$ cat src/rtl/freq_ascii_uart_tx.sv
// 8N1 UART transmitter for the 5-digit kHz string plus " kHz\r\n" suffix (11 bytes per frame).
// Define LEADING_ZERO_BLANK_EN to replace leading '0' digits (except the 1 kHz place) with spaces.
module freq_ascii_uart_tx #(
  parameter int CLK_FREQ = 100000000,
  parameter int BAUD     = 9600
) (
  input  logic        CLK,
  input  logic        RST,
  input  logic [39:0] ASCII,
  input  logic        SEND,
  output logic        TX,
  output logic        BUSY,
  output logic        DONE
);

  localparam int unsigned CLKS_PER_BIT = CLK_FREQ / BAUD;
  localparam int unsigned CW = (CLKS_PER_BIT > 1) ? $clog2(CLKS_PER_BIT) : 1;
  localparam logic [CW-1:0] LAST_CNT = CW'(CLKS_PER_BIT - 1);
  localparam logic [3:0] LAST_CHAR = 4'd10;

  localparam logic [1:0] IDLE  = 2'd0;
  localparam logic [1:0] START = 2'd1;
  localparam logic [1:0] DATA  = 2'd2;
  localparam logic [1:0] STOP  = 2'd3;

  logic [1:0]    state;
  logic [CW-1:0] baud_cnt;
  logic [2:0]    bit_idx;
  logic [3:0]    char_idx;
  logic [39:0]   shadow;
  logic [39:0]   latch_val;
  logic [7:0]    cur_char;
  logic [2:0]    next_bit_idx;
  logic          bit_end;

  assign bit_end      = (baud_cnt == LAST_CNT);
  assign next_bit_idx = bit_idx + 3'd1;

`ifdef LEADING_ZERO_BLANK_EN
  logic blank0, blank1, blank2, blank3;

  // Blanking cascades: a digit is blanked only if every more-significant digit was '0' too.
  always_comb begin
    blank0    = (ASCII[39:32] == 8'h30);
    blank1    = blank0 && (ASCII[31:24] == 8'h30);
    blank2    = blank1 && (ASCII[23:16] == 8'h30);
    blank3    = blank2 && (ASCII[15:8]  == 8'h30);
    latch_val = ASCII;
    if (blank0) latch_val[39:32] = 8'h20;
    if (blank1) latch_val[31:24] = 8'h20;
    if (blank2) latch_val[23:16] = 8'h20;
    if (blank3) latch_val[15:8]  = 8'h20;
  end
`else
  always_comb begin
    latch_val = ASCII;
  end
`endif

  always_comb begin
    cur_char = '0;
    case (char_idx)
      4'd0:    cur_char = shadow[39:32];
      4'd1:    cur_char = shadow[31:24];
      4'd2:    cur_char = shadow[23:16];
      4'd3:    cur_char = shadow[15:8];
      4'd4:    cur_char = shadow[7:0];
      4'd5:    cur_char = 8'h20;
      4'd6:    cur_char = 8'h6B;
      4'd7:    cur_char = 8'h48;
      4'd8:    cur_char = 8'h7A;
      4'd9:    cur_char = 8'h0D;
      4'd10:   cur_char = 8'h0A;
      default: cur_char = '0;
    endcase
  end

  always_ff @(posedge CLK) begin
    if (RST) begin
      state    <= IDLE;
      TX       <= 1'b1;
      BUSY     <= 1'b0;
      DONE     <= 1'b0;
      baud_cnt <= '0;
      bit_idx  <= '0;
      char_idx <= '0;
      shadow   <= '0;
    end else begin
      DONE <= 1'b0;
      case (state)
        IDLE: begin
          if (SEND) begin
            shadow   <= latch_val;
            char_idx <= '0;
            baud_cnt <= '0;
            bit_idx  <= '0;
            TX       <= 1'b0;
            BUSY     <= 1'b1;
            state    <= START;
          end else begin
            TX <= 1'b1;
          end
        end
        START: begin
          if (bit_end) begin
            baud_cnt <= '0;
            bit_idx  <= '0;
            TX       <= cur_char[0];
            state    <= DATA;
          end else begin
            baud_cnt <= baud_cnt + 1'b1;
          end
        end
        DATA: begin
          if (bit_end) begin
            baud_cnt <= '0;
            if (bit_idx == 3'd7) begin
              TX    <= 1'b1;
              state <= STOP;
            end else begin
              bit_idx <= next_bit_idx;
              TX      <= cur_char[next_bit_idx];
            end
          end else begin
            baud_cnt <= baud_cnt + 1'b1;
          end
        end
        STOP: begin
          if (bit_end) begin
            baud_cnt <= '0;
            if (char_idx != LAST_CHAR) begin
              // Next start bit follows the stop bit directly: no inter-character gap.
              char_idx <= char_idx + 4'd1;
              TX       <= 1'b0;
              state    <= START;
            end else begin
              char_idx <= '0;
              BUSY     <= 1'b0;
              DONE     <= 1'b1;
              state    <= IDLE;
            end
          end else begin
            baud_cnt <= baud_cnt + 1'b1;
          end
        end
        default: begin
          state <= IDLE;
          TX    <= 1'b1;
          BUSY  <= 1'b0;
        end
      endcase
    end
  end

endmodule

$ cat config.mk
export PLATFORM = sky130hd
export DESIGN_NAME = freq_ascii_uart_tx
export DESIGN_NICKNAME = d
export VERILOG_FILES = /design/src/rtl/freq_ascii_uart_tx.sv
export SDC_FILE = /design/constraint.sdc
export NUM_CORES = 1
export LEC_CHECK = 0
export ABC_AREA = 1
export BUFFER_PORTS_ARGS = -buffer_cell sky130_fd_sc_hd__buf_2
export CORE_UTILIZATION = 55
export DETAILED_ROUTE_END_ITERATION = 10
export PLACE_DENSITY_LB_ADDON = 0.08
export SYNTH_ARGS = -nofsm -noshare
export SYNTH_HDL_FRONTEND = slang
export SYNTH_SLANG_ARGS = --single-unit
$ cat constraint.sdc
create_clock -name CLK -period 3.4 [get_ports CLK]
set_input_delay 0 -clock CLK [delete_from_list [all_inputs] [get_ports CLK]]
set_output_delay 0 -clock CLK [all_outputs]
set_load 0.01 [all_outputs]
# After elaboration in Yosys (flattened, before gate mapping)
# Index checks and enable logic that the tools add are counted.
[classes]
addsub = 3
n_eq_ne = 24
reduce_logical = 12
n_lt_le_gt_ge = 1
bitwise_logic = 2
n_mux = 34
[op_table]
columns = ["cell", "count"]
rows = [
  ["$pmux W8 S11", 1],
  ["$mux W14", 2],
  ["$pmux W14 S2", 1],
  ["$eq A4 B3 Y1 const B", 4],
  ["$ne A2 B2 Y1 const B", 8],
  ["$add A14 B1 Y14 const B", 1],
  ["$eq A14 B14 Y1 const B", 1],
  ["$eq A4 B4 Y1 const B", 3],
  ["$mux W1", 12],
  ["$mux W3", 4],
  ["$mux W4", 3],
  ["$mux W2", 5],
  ["$reduce_and A5 Y1", 2],
  ["$pmux W3 S3", 1],
  ["$eq A4 B2 Y1 const B", 2],
  ["$pmux W2 S4", 1],
  ["$pmux W4 S2", 1],
  ["$reduce_and A4 Y1", 2],
  ["$reduce_or A3 Y1", 2],
  ["$add A4 B1 Y4 const B", 1],
  ["$eq A2 B2 Y1 const B", 2],
  ["$eq A4 B1 Y1 const B", 1],
  ["$logic_not A4 Y1", 1],
  ["$lt A3 B4 Y1 const B", 1],
  ["13 further kinds", 14],
]
[word_totals]
in_bits = 43
output_inout_bits = 3
register_bits = 66

# Depth between registers and ports, before layout
[logic_depth]
depth_word = 7
ltp_mapped = 15
mapped_depth_nobuf = 15

# Least setup slack after synthesis
# No wires, ideal clock.
[synth_timing]
path_type = "register to register"
from = "register state[0]"
to = "register baud_cnt[13]"
period_less_slack_ns = 1.709
setup_time_ns = 0.119
setup_slack_ns = 1.691
arrival_time_ns = 1.590
required_ns = 3.281
path_buffers = 0
stages_incl_launch_ff = 12
path_cell_list = "dfxtp_1 > inv_1 > ha_1 > inv_1 > nor2_2 > inv_1 > nand3_2 > nor3_2 > nand2_1 > nor2_2 > and3_1 > nor3_2"
[synth_between]
elab_chain_cells = 3
elab_cells_between_ends = 7
[synth_lines]
columns = ["element", "line", "text"]
rows = [
  ["start: declaration", "26", "logic [1:0] state;"],
  ["start signal: assignment", "80", "state <= IDLE;"],
  ["start signal: assignment", "99", "state <= START;"],
  ["start signal: assignment", "109", "state <= DATA;"],
  ["$eq A2 B2 Y1 or $eq A2 B1 Y1 (tied branches)", "90", "case (state)"],
  ["$reduce_or A3 Y1 (no line)", "n/a", ""],
  ["$pmux W14 S2", "90", ""],
  ["end signal: assignment", "111", "baud_cnt <= baud_cnt + 1'b1;"],
  ["end signal: assignment", "125", "baud_cnt <= baud_cnt + 1'b1;"],
  ["end signal: assignment", "143", "baud_cnt <= baud_cnt + 1'b1;"],
  ["end: declaration", "27", "logic [CW-1:0] baud_cnt;"],
]
# Parallel ways exist; a longest one is shown, timed or not.
# A chain may end at the register's enable or synchronous reset.

# Worst setup path in the final report
[layout_timing]
from = "register state[0]"
to = "register shadow[3]"
[layout_between]
elab_chain_cells = 2
[layout_lines]
columns = ["element", "line", "text"]
rows = [
  ["$logic_not A2 Y1", "90", ""],
  ["$reduce_and A2 Y1 (no line)", "n/a", ""],
  ["end signal: assignment", "93", "shadow <= latch_val;"],
  ["end: declaration", "30", "logic [39:0] shadow;"],
]
# Every way passes these cells.

==> impl_metrics.json <==
{
  "status": "completed",
  "avgSynthCellArea_sq_um": 6.64,
  "cts_buffers": 9,
  "synth-edff-count": 0,
  "crit_chain": "inv_1 > ha_1 > nand2_1 > clkinv_1 > nor2_1 > nor2_1",
  "rr_worst_depth": 6,
  "wl_um": 8860,
  "met3_usage_pct": 8.11,
  "ys_top_cells_by_area": "dfxtp_1, nor2_1, nand2_1, o21ai_0, nand3_1",
  "max_freq_mhz": 443,
  "io_pins": 46,
  "holdPathStages": 4,
  "yosys.area.top_type_share_pct": 39.6,
  "rsz0062_at_grt": "false",
  "post_cts_buffers": 0,
  "start_util_pct": 58.7,
  "finClkSkew_ns": 0.00697,
  "die_h_um": 79.9,
  "power_frac_seq_pct": 36.7,
  "tightest_slew_ns": 0.984,
  "path_class": "reg -> reg",
  "finalWorstSetupSlack_ns": 1.14,
  "rr_startpoint": "state[0]",
  "final_nets": 636,
  "grt_max_degree": 47,
  "die_area_sq_um": 6380,
  "path_buf_inv": 2,
  "area_delta_synth_final_pct": 26.5,
  "vias": 3499,
  "yosys.cell_types.count": 32,
  "fillers": 453,
  "dpl_worst_slack_ns": 1.17,
  "total_power_mw": 3.02,
  "critPathMaxFanout": 36,
  "synth_nets": 553,
  "drt_iter0_markers": 179,
  "setup_viol": 0,
  "clock_power_share_pct": 22.5,
  "crit_family": "buffers and inverters",
  "cp.required_ns": 3.63,
  "syn_inst": 502,
  "cp-start-kind": "flip-flop",
  "rrSetupSlack_ns": 1.14,
  "core_sq_um": 5680,
  "power_density_nw_per_um2": 717,
  "worstHoldStart": "ASCII[26]",
  "htree_levels": 3,
  "leakage_nw": 1.94,
  "fin_setup_tns_ns": 0,
  "critPathSlowestCell": "clkinv_1",
  "drive_above_1_share_pct": 13.4,
  "hold_end": "shadow[26]",
  "grt_usage_pct": 30.3,
  "synth-main-ff-cell": "dfxtp_1",
  "dpl.hpwl_um": 5620,
  "yosysMostFrequentCell": "nor2_1",
  "crit_top_cell": "nor2_1",
  "routed_via_density": 5.29,
  "post_drt_wl_per_cell_um": 13.4,
  "num_rows": 27,
  "r2r_end": "shadow[3]",
  "cap_viol_max_count": 0,
  "synthTopCellsByCount": "nor2_1, nand2_1, dfxtp_1, o21ai_0, inv_1",
  "intPower_mw": 1.78,
  "gr-usage-met1_pct": 32.1,
  "p_switching_mw": 1.24,
  "clock-sinks": 66,
  "maxSlewHeadroom_pct": 34.0,
  "postRouteAntennaNets": 0,
  "post_cts_resized": 0,
  "grt_antenna_before_repair": 0,
  "grt_pass1_vias": 3413,
  "cp-end-kind": "flip-flop",
  "root_buffer": "clkbuf_8",
  "finalCritPeriodShare_pct": 66.4,
  "grt_first_pass_wirelength_um": 14700,
  "n_antenna_cell": 0,
  "comb_power_share_pct": 40.8,
  "slowest_delay_ns": 0.77,
  "yosys.area.top_type": "dfxtp_1",
  "gp_congestion": 0.958,
  "cp_num_cells": 6,
  "finalMaxSlewViolations": 0,
  "busiest_layer": "met2",
  "clockBufferDepth": 2,
  "overflow": 0,
  "final_cells": 661,
  "die_w_um": 79.9,
  "place.port_buffers": 45,
  "finish.instance_area_sq_um": 4220,
  "drc_errors": 0,
  "max-vdd-ir-drop_mv": 0.529,
  "synth_seq_area_share_pct": 39.6,
  "post-route-min-period_ns": 2.26,
  "clock_latency_ns": 0.35,
  "finalHoldViolCount": 0,
  "place_inst": 604,
  "yosys_warnings": 0,
  "postSynth.asyncResetShare_pct": 0,
  "hp-class": "in -> reg",
  "dr.pass1.iters": 5,
  "cp.arrival_ns": 2.49,
  "cts_tree": "yes",
  "cts_hold_buf": 42,
  "synth_seq_cells": 66,
  "dpl_cell_area_sq_um": 3590,
  "clk_pin_slew_ns": 0.07,
  "syn_area_sq_um": 3330,
  "grt_util_met2_pct": 54.5,
  "swShare_pct": 41.1
}
-- worst max-delay path by stage --
| stage | from | to | slack, ns |
|---|---|---|---|
| final | state[0] | shadow[3] | 1.14 |
| after global routing | state[0] | shadow[38] | 0.92 |
| after CTS | state[0] | baud_cnt[13] | 1.16 |
| after detailed placement | state[0] | baud_cnt[13] | 1.17 |
| after floorplan | state[0] | baud_cnt[13] | 1.69 |
| after global placement | state[0] | baud_cnt[13] | 1.25 |
-- metrics by stage --
stage / utilization, % / hold WS (ns)
global placement: 63.3 / 0.248
floorplan: - / 0.167
detailed placement: 63.3 / 0.254
finish: 74.3 / 0.435
global route: 74.3 / 0.469
CTS: 74.3 / 0.423
-- worst min-delay path, delay by kind of cell --
family	cells	cell delay, ns
compound gates	1	0.07
simple gates	1	0.07
buf+inv	2	0.61
-- sequential cells by signal (all words and copies together) (netlist names) --
register	cells
BUSY	1
DONE	1
TX	1
baud_cnt	14
bit_idx	3
char_idx	4
shadow	40
state	2
-- final cells by class --
class                           instances  area [sq um]  area share, %
Sequential cell                        66          1320           31.3
Timing Repair Buffer                   90           668           15.9
Multi-Input combinational cell        370          1750           41.6
Inverter                               48           180           4.27
Tap cell                               72          90.1           2.14
Clock buffer                           13           169           4.01
Clock inverter                          2          35.0          0.831
-- kinds of logic (layout without fill, tap and decap cells) --
group | after synthesis | after routing | synth area share (%)
compound gates | 84 | 84 | 13.9
fa+ha+maj | 8 | 8 | 3.00
buf+inv | 66 | 153 | 7.81
flops | 66 | 66 | 39.6
simple gates | 278 | 278 | 35.7
-- power groups by stage --
stage	clock [mW]	combinational, mW	sequential [mW]
2_1_floorplan	0	0.913	1.09
3_3_place_gp	0	1.14	1.12
3_5_place_dp	0	1.17	1.12
4_1_cts	0.685	1.21	1.10
5_1_grt	0.723	1.42	1.13
6_report	0.680	1.23	1.11
-- metal layers --
layer,wire length (um),up-vias
li1,-,1787
met1,3720,1586
met2,4420,95
met3,418,31
met4,306,0
met5,0,-
-- cell usage in the layout, fill, tap and decap left out, drive strengths merged --
master	n
nor2	117
nand2	103
dfxtp	66
buf	48
o21ai	47
inv	47
dlygate4sd3	42
nand3	39
a21oi	23
clkbuf	13
nor3	9
ha	8
a211oi	6
nor3b	4
a221oi	2
nand4	2
a31oi	2
o21bai	2
nor4	2
clkinv	2
o211ai	1
or2	1
o2111ai	1
and3	1
bufinv	1
No activity file was read; power rests on OpenSTA's default activity.
